<file path="src/rtl/datamem_pkg.sv">
// Shared types and sizing helpers for the parametrised data memory bank.
package datamem_pkg;

    typedef enum logic [0:0] {
        INIT = 1'b0,
        RUN  = 1'b1
    } state_t;

    function automatic int byte_count(input int data_w);
        return data_w / 8;
    endfunction

    // Counter never narrower than one bit, even for a single-word array.
    function automatic int cnt_width(input int depth);
        return (depth > 1) ? $clog2(depth) : 1;
    endfunction

endpackage

</file>
<file path="src/rtl/datamem_array.sv">
// Word storage with one byte-enabled write port and one registered read port.
module datamem_array
    import datamem_pkg::*;
#(
    parameter int DATA_W = 16,
    parameter int DEPTH  = 64,
    parameter int AW     = 6
) (
    input  logic                     clk,
    input  logic                     rst,
    input  logic                     we,
    input  logic [AW-1:0]            waddr,
    input  logic [DATA_W-1:0]        wdata,
    input  logic [DATA_W/8-1:0]      wbe,
    input  logic                     re,
    input  logic [AW-1:0]            raddr,
    input  logic                     rzero,
    output logic [DATA_W-1:0]        rdata
);

    localparam int NB = byte_count(DATA_W);

    logic [DATA_W-1:0] mem_r [DEPTH];
    logic [DATA_W-1:0] rdata_r;

    // Byte-lane writes; contents are deliberately left out of reset.
    always_ff @(posedge clk) begin
        if (we) begin
            for (int i = 0; i < NB; i++) begin
                if (wbe[i]) begin
                    mem_r[waddr][8*i +: 8] <= wdata[8*i +: 8];
                end
            end
        end
    end

    // Read register only moves on a read; out-of-range reads load zero.
    always_ff @(posedge clk or posedge rst) begin
        if (rst) begin
            rdata_r <= {DATA_W{1'b0}};
        end else if (re) begin
            rdata_r <= rzero ? {DATA_W{1'b0}} : mem_r[raddr];
        end
    end

    assign rdata = rdata_r;

endmodule

</file>
<file path="src/rtl/datamem_bank.sv">
// Data memory bank: clear engine FSM, request port, range check and read/err strobes.
module datamem_bank
    import datamem_pkg::*;
#(
    parameter int DATA_W = 16,
    parameter int ADDR_W = 12,
    parameter int DEPTH  = 64
) (
    input  logic                     clk,
    input  logic                     rst,
    input  logic                     clr,
    input  logic                     req_valid,
    output logic                     req_ready,
    input  logic                     req_write,
    input  logic [ADDR_W-1:0]        addr,
    input  logic [DATA_W-1:0]        wdata,
    input  logic [DATA_W/8-1:0]      byte_en,
    output logic                     rd_valid,
    output logic [DATA_W-1:0]        rd_data,
    output logic                     err,
    output logic                     init_busy
);

    localparam int NB = byte_count(DATA_W);
    localparam int CW = cnt_width(DEPTH);
    localparam logic [ADDR_W:0] DEPTH_X = (ADDR_W+1)'(DEPTH);
    localparam logic [CW-1:0]   LAST    = CW'(DEPTH - 1);

    state_t              state_r, state_s;
    logic [CW-1:0]       cnt_r, cnt_s;
    logic                rd_valid_r, err_r;
    logic                in_range_s, ready_s, accept_s;
    logic                we_s, re_s;
    logic [CW-1:0]       waddr_s;
    logic [DATA_W-1:0]   wdata_s;
    logic [NB-1:0]       wbe_s;

    // Full-width compare so high address bits can never alias into the array.
    assign in_range_s = ({1'b0, addr} < DEPTH_X);
    assign ready_s    = (state_r == RUN) && !clr;
    assign accept_s   = req_valid && ready_s;

    // State, clear counter and response strobes.
    always_ff @(posedge clk or posedge rst) begin
        if (rst) begin
            state_r    <= INIT;
            cnt_r      <= {CW{1'b0}};
            rd_valid_r <= 1'b0;
            err_r      <= 1'b0;
        end else begin
            state_r    <= state_s;
            cnt_r      <= cnt_s;
            rd_valid_r <= accept_s && !req_write;
            err_r      <= accept_s && !in_range_s;
        end
    end

    // Next-state logic and array port steering.
    always_comb begin
        state_s = state_r;
        cnt_s   = cnt_r;
        we_s    = 1'b0;
        re_s    = 1'b0;
        waddr_s = cnt_r;
        wdata_s = {DATA_W{1'b0}};
        wbe_s   = {NB{1'b0}};
        case (state_r)
            INIT: begin
                if (clr) begin
                    cnt_s = {CW{1'b0}};
                end else begin
                    we_s  = 1'b1;
                    wbe_s = {NB{1'b1}};
                    if (cnt_r == LAST) begin
                        state_s = RUN;
                        cnt_s   = {CW{1'b0}};
                    end else begin
                        cnt_s = cnt_r + {{(CW-1){1'b0}}, 1'b1};
                    end
                end
            end
            RUN: begin
                if (clr) begin
                    state_s = INIT;
                    cnt_s   = {CW{1'b0}};
                end else if (accept_s) begin
                    waddr_s = addr[CW-1:0];
                    if (req_write) begin
                        we_s    = in_range_s;
                        wdata_s = wdata;
                        wbe_s   = byte_en;
                    end else begin
                        re_s = 1'b1;
                    end
                end else begin
                    state_s = RUN;
                end
            end
            default: begin
                state_s = INIT;
                cnt_s   = {CW{1'b0}};
            end
        endcase
    end

    datamem_array #(
        .DATA_W (DATA_W),
        .DEPTH  (DEPTH),
        .AW     (CW)
    ) u_array (
        .clk   (clk),
        .rst   (rst),
        .we    (we_s),
        .waddr (waddr_s),
        .wdata (wdata_s),
        .wbe   (wbe_s),
        .re    (re_s),
        .raddr (addr[CW-1:0]),
        .rzero (!in_range_s),
        .rdata (rd_data)
    );

    assign req_ready = ready_s;
    assign rd_valid  = rd_valid_r;
    assign err       = err_r;
    assign init_busy = (state_r == INIT);

endmodule

</file>
<file path="config.mk">
export PLATFORM = sky130hd
export DESIGN_NAME = datamem_bank
export DESIGN_NICKNAME = d
export VERILOG_FILES = /design/src/rtl/datamem_pkg.sv /design/src/rtl/datamem_array.sv /design/src/rtl/datamem_bank.sv
export SDC_FILE = /design/constraint.sdc
export NUM_CORES = 1
export LEC_CHECK = 0
export CORE_AREA = 5 5 192 379
export DETAILED_ROUTE_END_ITERATION = 8
export DIE_AREA = 0 0 197 384
export PLACE_DENSITY = 0.76
export SYNTH_ARGS = -nofsm -noshare
export SYNTH_HDL_FRONTEND = slang
export SYNTH_SLANG_ARGS = --single-unit
</file>
<file path="constraint.sdc">
create_clock -name clk -period 3.2 [get_ports clk]
set_clock_uncertainty 0.1 [all_clocks]
set_input_delay 0.96 -clock clk [delete_from_list [all_inputs] [get_ports clk]]
set_output_delay 0.96 -clock clk [all_outputs]
set_load 0.1 [all_outputs]
</file>
### Word-level counts from Yosys, hierarchy flattened

Memory sizes are Yosys's and may differ from the RTL's.
Cells that the tools add are included.

| storage, ports and cells | value |
|---|---|
| register bits | 25 |
| output and inout bits | 20 |
| bits in writable memories | 1024 |
| input bits | 35 |
| memories kept | 1 |

| operators by class | value |
|---|---|
| muxes and demuxes | 35 |
| eq/ne operators | 2 |
| bitwise gates (word level) | 1 |
| reduce and logical (&&, ||, !) cells | 7 |
| $add $sub $neg | 1 |
| order comparisons | 1 |

Memory list:

| memory | depth | bits a word | read ports | clocked after memory_dff | wr ports | RTL line | source |
|---|---|---|---|---|---|---|---|
| u_array.mem_r | 64 | 16 | 1 | 0 | 1 | datamem_array.sv:23 | `logic [DATA_W-1:0] mem_r [DEPTH];` |

Operator list:

| operator | number |
|---|---|
| $mux W16 | 5 |
| $mux W6 | 6 |
| $mux W1 | 16 |
| $lt A12 B7 Y1 const B | 1 |
| $pmux W6 S2 | 1 |
| $mux W2 | 4 |
| $add A6 B1 Y6 const B | 1 |
| $eq A6 B6 Y1 const B | 1 |
| $logic_and A1 B1 Y1 | 4 |
| $pmux W1 S2 | 2 |
| $pmux W2 S2 | 1 |
| $logic_not A1 Y1 | 3 |
| $ne A2 B2 Y1 const B | 1 |
| $not A1 Y1 | 1 |

### Longest topological paths before layout

| logic depth | value |
|---|---|
| depth after elaboration | 9 |
| gate-level depth with buffers | 11 |
| depth with buffers taken out | 7 |

### By module

Synthesis repeated with hierarchy kept, for this count alone.

| unflattened totals | value |
|---|---|
| cells, all modules | 1891 |
| area total of the unflattened synthesis | 41061.9 um^2 |

Modules (own cells, without submodules):

| module | cells each | instances | seq. area each (um^2) | area an instance (um^2) |
|---|---|---|---|---|
| datamem_array | 1813 | 1 | 31149.9 | 40371.2 |
| datamem_bank | 78 | 1 | 225.2 | 690.7 |

### Worst setup path before layout

No wires, ideal clock.

| timing | value |
|---|---|
| path type | input to register |
| start | in clr |
| end | mem u_array.mem_r[0][10] (data pin) |
| stages | 5 |
| path buffers | 2 |
| path slack | -1311 ps |
| arrival | 4044 ps |
| setup time | 367 ps |
| cells stage by stage | nor2b_1 -> and3_1 -> clkbuf_1 -> clkbuf_1 -> and2_1 |

| on the way | value |
|---|---|
| longest elaborated chain between the ends | 6 |

Ends and longest elaborated chain:

| what | RTL line | source |
|---|---|---|
| from (decl) | datamem_bank.sv:11 | `input logic clr,` |
| $logic_not A1 Y1 | datamem_bank.sv:40 | `assign ready_s = (state_r == RUN) && !clr;` |
| $logic_and A1 B1 Y1 | datamem_bank.sv:40 |  |
| $logic_and A1 B1 Y1 | datamem_bank.sv:41 | `assign accept_s = req_valid && ready_s;` |
| $mux W16 | datamem_bank.sv:86 | `end else if (accept_s) begin` |
| $mux W16 (*) | datamem_bank.sv:83 | `if (clr) begin` |
| $mux W16 (*) | datamem_bank.sv:67 | `case (state_r)` |
| via u_array.wdata[10] | datamem_array.sv:13 | `input logic [DATA_W-1:0] wdata,` |
| to (decl) | datamem_array.sv:23 |  |

The timed path passes the listed nets; every way through them passes the cells marked *.

### Worst setup path in the final report

| timing | value |
|---|---|
| start | in addr[8] |
| end | mem u_array.mem_r[1][0] (enable) |

| on the way | value |
|---|---|
| longest elaborated chain between the ends | 7 |

Ends and longest elaborated chain:

| what | RTL line | source |
|---|---|---|
| from (decl) | datamem_bank.sv:15 | `input logic [ADDR_W-1:0] addr,` |
| $lt A12 B7 Y1 | datamem_bank.sv:39 | `assign in_range_s = ({1'b0, addr} < DEPTH_X);` |
| $mux W1 | datamem_bank.sv:88 | `if (req_write) begin` |
| $mux W1 | datamem_bank.sv:86 |  |
| $mux W1 | datamem_bank.sv:83 |  |
| $pmux W1 S2 | datamem_bank.sv:67 |  |
| $mux W1 | datamem_array.sv:28 | `if (we) begin` |
| $mux W1 (implied by the code) | datamem_array.sv:31 | `mem_r[waddr][8*i +: 8] <= wdata[8*i +: 8];` |

No other way between the ends.

==> qor.yml <==
hold_start: "u_array.rdata[15]"
cts-buffers-inserted: 81
wirelength_um: 105000
cp.required_ps: 3460
max_clock_freq_ghz: 0.321
hold_path_class: "flop to flop"
syn_inst: 2072
portBuffers: 54
track_usage: 0.279
powerDensity_nw_per_um2: 551
reg2reg_from: "state_r"
slowest_delay_ps: 540
max_cap_violations: 0
die_h_um: 384
dp_hpwl_um: 72000
period_share: 0.972
async_reset_ff_frac: 0.0238
instances_no_fill: 3458
hold_viol: 0
grt_overflow: 0
crit_chain: "clkdlybuf4s50_1 -> or4_1 -> nor3_2 -> buf_4 -> a31oi_1 -> nor2_1 -> buf_4 -> nand2_1 -> nor2_1 -> buf_4"
synth_nets: 2108
grt_max_degree: 65
cts_setup_buffers: 0
htree_levels: 3
yosysMostFrequentCell: "edfxtp_1"
whs_path_depth: 1
crit_fanout: 8
syn2layout_area_growth_pct: 18.3
cts_num_sinks: 1049
placed_cell_area_um2: 45900
synth_xor_area_frac: 0.000637
tns_ps: 0
placed_cells: 3310
use_met2: 0.500
relSlewSlack: 0.562
worstMarginPinSlew_ps: 657
synth_flop_cell: "edfxtp_1"
cp_common_cell: "buf_4"
yosys.cell_types.count: 45
clk_pin_slew_ps: 70
rr_endpoint: "u_array.mem_r[13][0]"
clockBufferDepth: 3
synthAdderAreaFrac: 0.000303
vdd_drop_max_uv: 504
yosys_warnings: 0
rows: 137
fin_crit_ps: 3110
via_count: 21966
top_usage_layer: "met2"
worstPathArrival_ps: 3370
synth_seq_cells: 1049
holdWs_ps: 434
synth_top_area_frac: 0.745
cellLeakagePower_nw: 19.1
drtAntennaViolNets: 0
synth_area_per_cell_um2: 19.9
final_nets: 2526
utilization: 0.701
grt_antenna_before_repair: 0
layout-drive-gt1-share: 0.296
clk-insertion-delay-late_ps: 660
yosysTopAreaCell: "edfxtp_1"
critical_path.top_delay_family: "simple AND/OR/NAND/NOR gates"
via_per_inst: 6.35
dp_slack_ps: -565
worstRegToRegCells: 7
synthMuxAreaShare: 0.155
start_kind: "input pin"
tritoncts: "done"
dr.pass1.iters: 8
finalInstanceArea_um2: 48800
total_power_mw: 26.9
core_um2: 69600
grt_pass1_wl_um: 152000
die_w_um: 197
cp_num_buf_inv: 4
synthTopCellsByCount: "edfxtp_1 (1024), mux2i_1 (265), mux4_2 (160)"
crit_type: "input pin to flop"
drcViolationCount: 0
rsz0062_at_grt: "yes"
io_pins: 55
cp_slowest_cell: "or4_1"
ys_seq_area_frac: 0.760
ys_top_cells_by_area: "edfxtp_1 (75%), mux4_2 (8.7%), mux2i_1 (6.4%)"
reg2reg_slack_ps: 590
clockRootBuffer: "clkbuf_16"
dieArea_um2: 75600
slew_viol_final: 0
synth_compound_area_frac: 0.0390
grtUsageMet1: 0.298
synth_area_um2: 41300
synth_edf_count: 1024
start_util: 0.593
timing.final.ws_setup_ps: 88.3
synth-simple-area-share: 0.0250
drtIter0Drc: 2011
gr-usage-met3: 0.0490
gp_congestion: 0.961
synth_top_family_by_area: "multiplexers"
setup_violations: 0
routedWlPerCell_um: 30.2
hold_end: "u_array.rdata[15]"
status: "complete, no violations"
n_antenna_cell: 0
first_global_vias: 23184
end_kind: "flop"
worst max path at each step:
stage	start	to	slack, ps	depth (start not counted)
after CTS	clr	req_ready	80	5
after global routing	addr[8]	u_array.mem_r[1][4]	-10	10
final	addr[8]	u_array.mem_r[1][0]	90	10
after floorplan	clr	u_array.mem_r[58][0]	-80	7
after detailed placement	addr[8]	u_array.mem_r[54][9]	-560	9
after global placement	addr[8]	u_array.mem_r[48][9]	-520	9
layout by cell type (no fill, tap or decap), types with 14 or more instances in the layout:
| cell | netlist | layout |
|---|---|---|
| edfxtp_1 | 1024 | 1024 |
| buf_4 | 14 | 356 |
| mux2i_1 | 265 | 265 |
| mux4_2 | 160 | 160 |
| nor2_1 | 141 | 137 |
| clkbuf_16 | 0 | 87 |
| a22oi_1 | 84 | 84 |
| buf_12 | 4 | 64 |
| nand2_1 | 44 | 41 |
| clkdlybuf4s50_1 | 0 | 31 |
| a21oi_1 | 29 | 29 |
| dfrtp_1 | 25 | 25 |
| a22o_1 | 20 | 20 |
| a221oi_1 | 19 | 19 |
| and2_2 | 0 | 17 |
| o21ai_0 | 14 | 14 |
| bufinv_16 | 0 | 14 |
power by group:
| group | internal [mW] | switching (mW) |
|---|---|---|
| logic | 0.522 | 0.681 |
| registers | 14.9 | 0.0182 |
| clock network | 6.13 | 4.65 |
state kept, by name, summed over array words and instances (netlist names):
signal,count
u_array.rdata,16
rd_valid,1
cnt_r,6
u_array.mem_r,1024
err,1
state_r,1
area by class of cell:
type	instances	area, um^2
Sequential cell	1049	31400
Clock inverter	52	643
Multi-Input combinational cell	902	9140
Inverter	3	11.3
Fill cell	4173	20800
Timing Repair Buffer	453	4290
Clock buffer	96	2220
Tap cell	903	1130
kinds of logic (layout without fill, tap and decap cells):
family / count (synthesis) / count (layout)
multiplexers: 437 / 437
adder cells (fa/ha/maj): 1 / 1
buffers and inverters: 121 / 604
AO/OA/AOI/OAI: 223 / 223
XOR/XNOR: 3 / 3
flip-flops: 1049 / 1049
AND/OR/NAND/NOR: 238 / 238
routing by layer:
metal / part of all wire / wire length (um) / vias to the layer above
met2: 0.54 / 56600 / 1084
li1: - / - / 9295
met1: 0.32 / 33200 / 11255
met3: 0.062 / 6520 / 332
met5: 0 / 0 / -
met4: 0.078 / 8200 / 0
what timing repair did:
action | in CTS | in global routing
hold buffers | 0 | 0
endpoints found under the setup margin | 0 | 124
resized for setup | 0 | 7
No activity file was read; power rests on OpenSTA's default activity.
==> patch 1, RTL diff (config.mk and constraints unchanged) <==
One comparison of `cnt_r` changes from == to >=.
--- a/src/rtl/datamem_bank.sv
+++ b/src/rtl/datamem_bank.sv
@@ -71,7 +71,7 @@
                 end else begin
                     we_s  = 1'b1;
                     wbe_s = {NB{1'b1}};
-                    if (cnt_r == LAST) begin
+                    if (cnt_r >= LAST) begin
                         state_s = RUN;
                         cnt_s   = {CW{1'b0}};
                     end else begin
Formal check against the unedited RTL: same outputs for any inputs over 4 cycles, from zero or initial values and one cycle with rst high; that may be too few to reach the edited logic, so the function may still have changed.
==> patch 1 against the unedited design <==
  * Sequential cell count is the same
  * First-iteration DRC count grew 11%
  * Count of clock-buffer cells in the layout shrank 3
  * Cell area grew 1.7%
  * Power shrank 0.64%
  * Cell count is essentially flat
  * Non-clock buffer count shrank 23
  * Setup slack lost 0.016 ns
  * Wire length shrank 0.37%
  * Sequential power is essentially flat
  * Hold slack lost 0.0011 ns
  * Synthesized area grew 0.37%
==> patch 1: results (changes against the unedited design) <==
Setup path
  – R2r worst-path depth: 9 (+2)
  – Crit path DAT: 3.40 ns (+0.03 ns)
  – R2R Setup Slk: 0.50 ns (-0.09 ns)
  – R2r endpoint: u_array.mem_r[1][10]$_DFFE_PP_

Routing
  – Drt first-iter violations: 2224 (+11%)
  – Initial DRT Pass Iterations: 6 (-2)
  – Wire per inst: 30.1 microns (-0.43%)
  – Vias per cell: 6.38 (+0.36%)

Power
  – Static Leak: 19.2 nW (+0.42%)
  – Worst VDD drop: 587 uV (+17%)

Timing
  – Worst Max-Slew Pin Slew: 0.786 ns (+0.130 ns)
  – WHS: 0.433 ns (-0.00115 ns)

Logic synthesis
  – Top cells by area, synth: edfxtp_1, mux4_2, mux2i_1, a22oi_1, dfrtp_1
  – Synth unique cells: 49 (+8.9%)
  – Commonest cells in the netlist: edfxtp_1, mux2i_1, mux4_2, nor2_1, a22oi_1
  – Mapped Avg Cell Area: 19.8 sq um (-0.54%)
  – Syn_nets: 2127 (+0.90%)

Placement
  – Hpwl dp: 71000 microns (-1.4%)
  – Placed inst area: 46800 sq um (+1.9%)
  – Gpl congestion: 0.928 (-3.5%)
  – Placed Cells: 3304 (-0.18%)

Final layout
  – Layout Nets: 2523 (-0.12%)

Clock network
  – CTS Buf Count: 84 (+3.7%)

Global route
  – Total GRT Usage: 27.8% (-0.036 points)
  – Number of global-route vias before repair: 23200 (-0.017%)

Min path
  – Hold EP: u_array.rdata[8]$_DFFE_PP0P_

Outcome
  – Status: finished clean
## patch 1: cell count changes after synthesis, sizes merged, moves of 5 or more
| cell | before | now |
|---|---|---|
| nand2 | 44 | 53 |
| a22o | 20 | 10 |
| a211oi | 10 | 5 |
| a221oi | 20 | 10 |
| nor4 | 6 | 12 |
| a21oi | 29 | 41 |
| a211o | 10 | 5 |
| a22oi | 84 | 113 |
## patch 1: cells by family (layout without fill, tap and decap cells)
group | Yosys count | in the layout | synth area share [%]
DFF | 1049 | 1049 | 75.8
muxes | 436 | 436 | 15.5
and+or+nand+nor | 257 | 257 | 2.76
AOI/OAI and AO/OA | 222 | 222 | 3.90
buffers and inverters | 123 | 589 | 2.03
xor gates and xnor gates | 3 | 3 | 0.0634
adders and majority gates | 1 | 1 | 0.0302
## patch 1: power breakdown
| part | leakage (nW) | switching [mW] | internal (mW) |
|---|---|---|---|
| Sequential | 11.8 | 0.0159 | 14.9 |
| Clock | 1.37 | 4.77 | 5.86 |
| Combinational | 6.05 | 0.685 | 0.494 |
## patch 1: worst max-delay path by stage
stage	startpoint	to	slack (ns)	cells past startpoint
final	addr[9]	u_array.mem_r[1][10]$_DFFE_PP_	0.07	10
after global routing	addr[9]	u_array.mem_r[23][9]$_DFFE_PP_	0.02	10
after CTS	addr[9]	u_array.mem_r[3][15]$_DFFE_PP_	0.09	10
after detailed placement	addr[9]	u_array.mem_r[3][8]$_DFFE_PP_	-0.59	10
after global placement	addr[9]	u_array.mem_r[3][8]$_DFFE_PP_	-0.52	10
after floorplan	clr	u_array.mem_r[54][0]$_DFFE_PP_	-0.20	8
## patch 1: worst reg2reg max path: cells and delay by family (launching register included)
family | cells | cell delay (ns)
DFF | 1 | 0.58
and+or+nand+nor | 5 | 1.05
AOI/OAI and AO/OA | 1 | 0.15
buffers and inverters | 3 | 0.55
## patch 1: layer usage
metal	GRT usage [%]	up-vias	wire length, microns
met5	0	-	0
met4	15.5	0	7180
met3	3.96	304	6400
met2	50.2	1036	56800
met1	31.6	11400	33800
li1	-	9312	-
## patch 1: stage by stage
stage               setup slack [ns]  utilization (%)
global placement              -0.516             67.3
CTS                           0.0888             71.3
global route                  0.0199             71.3
finish                        0.0722             71.3
floorplan                     -0.196                -
detailed placement            -0.589             67.3
## patch 1: area by class of cell
class                           count  area [sq um]
Sequential cell                  1049         31400
Tap cell                          903          1130
Fill cell                        4091         20000
Multi-Input combinational cell    919          9590
Clock inverter                     63           644
Clock buffer                       93          2180
Inverter                            3          11.3
Timing Repair Buffer              430          4710
==> patch 2, RTL diff (config.mk and constraints unchanged) <==
Without the edit above. Set the parameter `ADDR_W` to 13 (it was 12).
--- a/src/rtl/datamem_bank.sv
+++ b/src/rtl/datamem_bank.sv
@@ -3,7 +3,7 @@
     import datamem_pkg::*;
 #(
     parameter int DATA_W = 16,
-    parameter int ADDR_W = 12,
+    parameter int ADDR_W = 13,
     parameter int DEPTH  = 64
 ) (
     input  logic                     clk,
Interface: changed (resized addr); port bits go from 55 to 56. The function was not compared with the original's and may differ.
==> patch 2 against the unedited design <==
  * Hold slack got worse by 0.014 ns
  * Cell count rose by 0.35%
  * Sequential cell count did not move
  * Setup slack improved by 0.0020 ns
  * Register-to-register slack improved by 0.02 ns
  * Power fell by 1.9%
  * Wire length rose by 0.13%
  * Cell area barely moved
  * Die area did not move
  * Clock power fell by 5%
  * Synthesized area barely moved
  * First-iteration DRC count rose by 6.7%
  * Critical endpoint is now u_array.rdata[15]$_DFFE_PP0P_
==> patch 2: results (changes against the unedited design) <==
Routing
  – DRT Wirelength: 105000 microns (+0.13%)
  – Vias post-DR: 22300 (+1.6%)

Timing
  – Relative slew margins: 42.5% (-14 points)

Power
  – Net Sw Frac: 20.4% (+0.53 points)

Setup path
  – R2r worst-path depth: 10 (+3)
  – Crit path DAT: 3.60 ns (+0.23 ns)
  – Top cell family by delay on the critical path: buffers and inverters
  – R2r endpoint: u_array.rdata[15]$_DFFE_PP0P_
  – CP max stage delay: 0.57 ns (+0.03 ns)
  – CP max FO: 16 (+8)

Placement
  – Hpwl dp: 72800 microns (+1.0%)
  – # port buffers: 55 (+1.9%)
  – Gpl congestion: 0.920 (-4.3%)
  – Placed inst area: 46000 sq um (+0.17%)
  – Placed Cells: 3314 (+0.12%)

Logic synthesis
  – Sequential area share after synthesis: 76.0% (about the same)
  – Syn_nets: 2101 (-0.33%)
  – Commonest cells in the netlist: edfxtp_1, mux2i_1, mux4_2, nor2_1, clkbuf_1
  – Top cells by area, synth: edfxtp_1, mux4_2, mux2i_1, dfrtp_1, nor2_1

Min path
  – Hold EP: u_array.rdata[3]$_DFFE_PP0P_

Clock network
  – CTS Buf Count: 83 (+2.5%)

Final layout
  – Non-Filler Instances: 3470 (+0.35%)
  – Layout cell share with drive strength beyond 1: 32.0% (+2.4 points)
  – # fillers: 4175 (+0.048%)

Global route
  – Total GRT Usage: 27.9% (+0.045 points)

Outcome
  – Status: finished clean
patch 2: logic make-up after synthesis:
group	after synthesis	share of synthesized area [%]
AND/OR/NAND/NOR	241	2.64
adder cells (fa/ha/maj)	1	0.0303
XOR/XNOR	2	0.0424
buffers and inverters	126	1.88
flip-flops	1049	76.0
AO/OA/AOI/OAI	224	4.28
multiplexers	421	15.2
patch 2: worst max path at each step:
stage	from	endpoint	slack, ns	depth (start not counted)
after floorplan	clr	u_array.mem_r[24][0]$_DFFE_PP_	-0.30	8
after global placement	addr[9]	u_array.rdata[12]$_DFFE_PP0P_	-0.83	9
after detailed placement	addr[9]	u_array.rdata[12]$_DFFE_PP0P_	-0.87	9
after CTS	addr[9]	u_array.mem_r[42][12]$_DFFE_PP_	-0.006	9
after global routing	addr[9]	u_array.rdata[3]$_DFFE_PP0P_	0.01	10
final	addr[9]	u_array.rdata[15]$_DFFE_PP0P_	0.09	10
patch 2: timing repair:
action                     4_1_cts  5_1_grt
pin swaps                        0        2
buffers inserted                 0        1
resized for setup                4       17
setup endpoints to repair       13      344
patch 2: layer usage:
metal	routed length, microns	GRT usage (%)
met5	0	0
met4	7080	15.9
met3	7410	3.69
met2	56700	50.3
met1	33500	31.8
patch 2: power by group through the flow:
stage / logic, mW / clock network [mW] / registers [mW]
2_1_floorplan: 0.654 / 0 / 15.2
3_3_place_gp: 1.12 / 0 / 15.2
3_5_place_dp: 1.14 / 0 / 15.2
4_1_cts: 1.15 / 10.4 / 14.9
5_1_grt: 1.20 / 11.0 / 14.9
6_report: 1.16 / 10.3 / 14.9
patch 2: area by class of cell:
| cell class | count | area (sq um) | area share [%] |
|---|---|---|---|
| Clock inverter | 47 | 452 | 0.926 |
| Multi-Input combinational cell | 889 | 9370 | 19.2 |
| Inverter | 3 | 11.3 | 0.0231 |
| Tap cell | 903 | 1130 | 2.32 |
| Sequential cell | 1049 | 31400 | 64.3 |
| Timing Repair Buffer | 471 | 4190 | 8.59 |
| Clock buffer | 108 | 2260 | 4.64 |
patch 2: stage by stage:
stage	setup WS (ns)	setup TNS, ns
after floorplan	-0.297	-337.97
after global placement	-0.831	-532.40
after detailed placement	-0.869	-549.26
after CTS	-0.00552	-0.0199
after global routing	0.0100	0
final	0.0903	0
patch 2: worst reg2reg max path: stages, from the launching register on:
cell       delay (ns)
dfrtp_1          0.33
buf_4            0.18
nor2b_4          0.21
nand2_2          0.13
or2_2            0.33
inv_2            0.09
nand3_2          0.10
buf_12           0.19
a2111oi_0        0.58
buf_4            0.21
a211o_1          0.08
